`src/rtl/reset_sequencer.sv`:
```
// Reset sequencer: synchronises/debounces areset_n, then releases per-channel resets in order.
// Optional build macro RESET_SEQ_ORDERED_ASSERT_EN: soft reset re-asserts channels in descending order.
`timescale 1ns/1ps
module reset_sequencer #(
   parameter int unsigned CHANNELS      = 2,
   parameter int unsigned SYNC_STAGES   = 4,
   parameter int unsigned DEBOUNCE_BITS = 8,
   parameter int unsigned STAGE_DELAY   = 16
) (
   input  logic                clock,
   input  logic                areset_n,
   input  logic                soft_req,
   output logic [CHANNELS-1:0] reset,
   output logic                ready
);

   localparam int unsigned SW = $clog2(STAGE_DELAY + 1);
   localparam int unsigned IW = (CHANNELS > 1) ? $clog2(CHANNELS) : 1;
   localparam logic [SW-1:0] STAGE_LAST = SW'(STAGE_DELAY - 1);
   localparam logic [IW-1:0] IDX_LAST   = IW'(CHANNELS - 1);

   typedef enum logic [1:0] {
      HOLD,
      RELEASE,
`ifdef RESET_SEQ_ORDERED_ASSERT_EN
      DRAIN,
`endif
      RUN
   } state_t;

   logic [SYNC_STAGES-1:0]   sync_q;
   logic                     int_rst;
   state_t                   state_q, state_d;
   logic [DEBOUNCE_BITS-1:0] deb_q, deb_d;
   logic [SW-1:0]            cnt_q, cnt_d;
   logic [IW-1:0]            idx_q, idx_d;
   logic [CHANNELS-1:0]      reset_q, reset_d;
   logic                     ready_q, ready_d;

   always_ff @(posedge clock or negedge areset_n) begin
      if (!areset_n) sync_q <= '1;
      else           sync_q <= {sync_q[SYNC_STAGES-2:0], 1'b0};
   end

   assign int_rst = sync_q[SYNC_STAGES-1];

   always_ff @(posedge clock or negedge areset_n) begin
      if (!areset_n) begin
         state_q <= HOLD;
         deb_q   <= '1;
         cnt_q   <= '0;
         idx_q   <= '0;
         reset_q <= '1;
         ready_q <= 1'b0;
      end else begin
         state_q <= state_d;
         deb_q   <= deb_d;
         cnt_q   <= cnt_d;
         idx_q   <= idx_d;
         reset_q <= reset_d;
         ready_q <= ready_d;
      end
   end

   always_comb begin
      state_d = state_q;
      deb_d   = deb_q;
      cnt_d   = cnt_q;
      idx_d   = idx_q;
      reset_d = reset_q;
      ready_d = ready_q;
      case (state_q)
         HOLD: begin
            if (!int_rst) begin
               if (deb_q == '0) begin
                  reset_d[0] = 1'b0;
                  cnt_d      = '0;
                  if (CHANNELS == 1) begin
                     ready_d = 1'b1;
                     state_d = RUN;
                  end else begin
                     idx_d   = IW'(1);
                     state_d = RELEASE;
                  end
               end else begin
                  deb_d = deb_q - DEBOUNCE_BITS'(1);
               end
            end
         end
         RELEASE: begin
            if (cnt_q == STAGE_LAST) begin
               cnt_d = '0;
               for (int unsigned i = 0; i < CHANNELS; i++)
                  if (idx_q == IW'(i)) reset_d[i] = 1'b0;
               if (idx_q == IDX_LAST) begin
                  ready_d = 1'b1;
                  state_d = RUN;
               end else begin
                  idx_d = idx_q + IW'(1);
               end
            end else begin
               cnt_d = cnt_q + SW'(1);
            end
         end
         RUN: begin
            if (soft_req) begin
               ready_d = 1'b0;
`ifdef RESET_SEQ_ORDERED_ASSERT_EN
               // Highest channel goes first; DRAIN walks the index back down to 0.
               if (CHANNELS == 1) begin
                  reset_d = '1;
                  deb_d   = '1;
                  state_d = HOLD;
               end else begin
                  reset_d[CHANNELS-1] = 1'b1;
                  cnt_d   = '0;
                  idx_d   = IW'((CHANNELS > 1) ? CHANNELS - 2 : 0);
                  state_d = DRAIN;
               end
`else
               reset_d = '1;
               deb_d   = '1;
               state_d = HOLD;
`endif
            end
         end
`ifdef RESET_SEQ_ORDERED_ASSERT_EN
         DRAIN: begin
            if (cnt_q == STAGE_LAST) begin
               cnt_d = '0;
               for (int unsigned i = 0; i < CHANNELS; i++)
                  if (idx_q == IW'(i)) reset_d[i] = 1'b1;
               if (idx_q == '0) begin
                  deb_d   = '1;
                  state_d = HOLD;
               end else begin
                  idx_d = idx_q - IW'(1);
               end
            end else begin
               cnt_d = cnt_q + SW'(1);
            end
         end
`endif
         default: state_d = HOLD;
      endcase
   end

   assign reset = reset_q;
   assign ready = ready_q;

endmodule

```
`config.mk`:
```
export PLATFORM = sky130hd
export DESIGN_NAME = reset_sequencer
export DESIGN_NICKNAME = d
export VERILOG_FILES = /design/src/rtl/reset_sequencer.sv
export SDC_FILE = /design/constraint.sdc
export NUM_CORES = 1
export LEC_CHECK = 0
export CAP_MARGIN = 20
export CORE_ASPECT_RATIO = 1.5
export CORE_MARGIN = 4
export CORE_UTILIZATION = 50
export DETAILED_ROUTE_END_ITERATION = 8
export PLACE_DENSITY = 0.7
export SLEW_MARGIN = 20
export SYNTH_ARGS = -nofsm -noshare
export SYNTH_HDL_FRONTEND = slang
export SYNTH_SLANG_ARGS = --single-unit
```
`constraint.sdc`:
```
create_clock -name clock -period 4.7 [get_ports clock]
set_clock_uncertainty 0.2 [all_clocks]
set_input_delay 0.94 -clock clock [delete_from_list [all_inputs] [get_ports clock]]
set_output_delay 0.94 -clock clock [all_outputs]
set_load 0.005 [all_outputs]
```
==> results.toml <==
[global_routing]
grt-busiest-layer = "met2"
grt_pass1_vias = 783
grtUsageMet1_pct = 18.0
met3_usage_pct = 1.67
grt_use_total_pct = 14.8
use_met2_pct = 25.2
antenna_found_initial = 0
gr-total-overflow = 0
grt_max_degree = 24
grt_pass1_wl_mm = 3.31

[final_layout]
diodes = 0
fin_cells = 130
syn_to_final_growth_pct = 7.99
layout-drive-gt1-share_pct = 18.5
multiInputGateArea_um2 = 427
final_nets = 115
fillers = 178
register_area_um2 = 593

[critical_path]
r2r_setup_slack_ns = 2.48
r2r_start = "state_q[1]"
max_stage_delay_ns = 0.55
path_cells = "clkdlybuf4s50_1"
cp.arrival_ns = 1.34
crit_path_start_kind = "register"
worst-path-buf-inv = 1
cp-end-kind = "output port"
reg2reg_depth = 4
cp_max_fo = 2
reg2reg_to = "deb_q[7]"
critical-path-top-delay-family = "flip-flops"
crit_required_ns = 3.56
worstSetupPathType = "register to output port"
cp_slowest_cell = "dfstp_2"

[timing]
slew_viol_final = 0
layout_setup_ws_ns = 2.22
min_period_ns = 2.48
hold_viol_final = 0
fmax_ghz = 0.403
fin_crit_sh_pct = 52.8
tightest_slew_ns = 0.951
setup_viol = 0
setup-tns-final_ns = 0
rsz0062_at_grt = "no"
timing.slew.headroom_pct = 36.4

[pwr]
fin_total_pwr_mw = 0.414
peakVddDrop_mv = 0.219
p_leak_nw = 0.482
p_per_area_mw_per_mm2 = 360

[drt]
detail_route.iter0.violations = 17
via_per_inst = 5.82
ant_nets = 0
drt_first_pass_iters = 4
drcViolationCount = 0
vias = 756
wl_per_cell_um = 13.5
wirelength_mm = 1.76

[clock_tree]
htree_levels = 1
max-clock-path-buffers = 2
clock_latency_ns = 0.29
clock-sinks = 23
clkTransAtPathRegs_ns = 0.11
cts_hold_buffers = 0
cts_inserted_buffers = 3
cts_tree = "done"
cts-resized-gates = 0
cts_setup_buffers = 0
cts_root_buf = "clkbuf_4"

[synth]
synth_nets = 108
yosysSeqAreaShare_pct = 55.7
postSynthAreaPerCell_um2 = 10.4
synth_area_leader_cell = "dfstp_2"
synth_top_area_share_pct = 34.5
synth_edf_count = 0
syn_inst = 102
synth_cell_types = 32
ys_ff_latch = 23
synth.area.top_cells = "dfstp_2 (35%), dfrtp_1 (21%), o21ai_0 (3.8%), ha_1 (3.5%), a21oi_1 (3.3%)"
synth_area_mm2 = 0.00106
synthArstFlopShare_pct = 100
ys_warn_count = 0
synthFlopType = "dfstp_2"

[die]
fp.dieH_um = 64.5
die_width_um = 45.7
core_area_mm2 = 0.00203
row_count = 20
boundaryPins = 6
start_util_pct = 52.5
dieArea_mm2 = 0.00295

[hold_path]
worstHoldStart = "sync_q[2]"
whs_endpoint = "sync_q[3]"
hold_depth = 0
hold_class = "register to register"

[status]
status = "finished, final reports clean"

[placed_design]
gp_congestion = 0.767
dp_slack_ns = 2.10
dpl.cell_count = 126
detailed_place_hpwl_mm = 1.32
port_buffers = 5

[flow_run]
max-cap-violations = 0
## through the flow
step	utilization [%]	cell area (um^2)	hold WS (ns)
floorplan	-	1060	0.145
global placement	55.4	1120	0.147
detailed placement	55.4	1120	0.148
CTS	56.7	1150	0.165
global route	56.7	1150	0.168
finish	56.7	1150	0.164
## sequential cells by signal, indices dropped and copies added, names as in the netlist
register and flops:
reset 2, sync_q 4, deb_q 8, state_q 2
idx_q 1, ready 1, cnt_q 5
## cells in the final DEF, fill, tap and decap left out, drive strengths merged
| master | netlist | layout |
|---|---|---|
| mux2i | 2 | 2 |
| nor3b | 1 | 1 |
| mux2 | 1 | 1 |
| nor2b | 1 | 1 |
| ha | 3 | 3 |
| nor3 | 7 | 7 |
| nand2b | 2 | 2 |
| o31ai | 2 | 2 |
| dfstp | 14 | 14 |
| a21o | 2 | 2 |
| nor4 | 2 | 2 |
| inv | 7 | 7 |
| or4 | 3 | 3 |
| a21oi | 7 | 7 |
| conb | 1 | 1 |
| a21boi | 1 | 1 |
| clkdlybuf4s50 | 0 | 5 |
| nor2 | 6 | 6 |
| a31oi | 2 | 2 |
| nor4b | 1 | 1 |
| a211oi | 1 | 1 |
| nand3b | 1 | 1 |
| o22ai | 1 | 1 |
| o21ai | 8 | 8 |
| a211o | 1 | 1 |
| nand2 | 6 | 6 |
| or3 | 1 | 1 |
| nand3 | 5 | 5 |
| o2bb2ai | 1 | 1 |
| dfrtp | 9 | 9 |
| clkbuf | 2 | 4 |
## cell families (layout without fill, tap and decap cells)
kind of cell,count (synthesis),in the layout,synth area share [%]
buffers and inverters,10,16,4.23
and+or+nand+nor,36,36,18.6
muxes,3,3,2.94
DFF,23,23,55.7
AOI/OAI and AO/OA,26,26,14.7
adders and majority gates,3,3,3.53
other,1,1,0.352
## cell usage after synthesis (all sizes together) (2+ instances only)
| library cell | count |
|---|---|
| mux2i | 2 |
| nand3 | 5 |
| inv | 7 |
| clkbuf | 2 |
| nor4 | 2 |
| dfrtp | 9 |
| a21oi | 7 |
| nor2 | 6 |
| nand2 | 6 |
| o31ai | 2 |
| ha | 3 |
| nand2b | 2 |
| o21ai | 8 |
| nor3 | 7 |
| dfstp | 14 |
| or4 | 3 |
| a21o | 2 |
| a31oi | 2 |
## per-layer routing
| layer | share of wire, % | wire (um) |
|---|---|---|
| met3 | 2.6 | 45 |
| met5 | 0 | 0 |
| met4 | 1.6 | 29 |
| met2 | 53 | 938 |
| met1 | 42 | 746 |
## worst max path at each step
stage,from,to,depth (start not counted)
after floorplan,state_q[0],deb_q[7],5
after global placement,soft_req,reset[0],5
after detailed placement,soft_req,reset[0],5
after CTS,reset[0],reset[0],1
after global routing,reset[0],reset[0],1
final,reset[0],reset[0],1
## report_power, final
part           switching, mW  internal [mW]
logic                 0.0280         0.0293
clock network         0.0520         0.0330
registers             0.0283          0.243
## cell type report
| type | instances | area share [%] |
|---|---|---|
| Timing Repair Buffer | 5 | 4.35 |
| Inverter | 7 | 2.29 |
| Tap cell | 22 | 2.39 |
| Multi-Input combinational cell | 69 | 37.1 |
| Sequential cell | 23 | 51.6 |
| Clock buffer | 4 | 2.29 |
No activity file was read; power rests on OpenSTA's default activity.
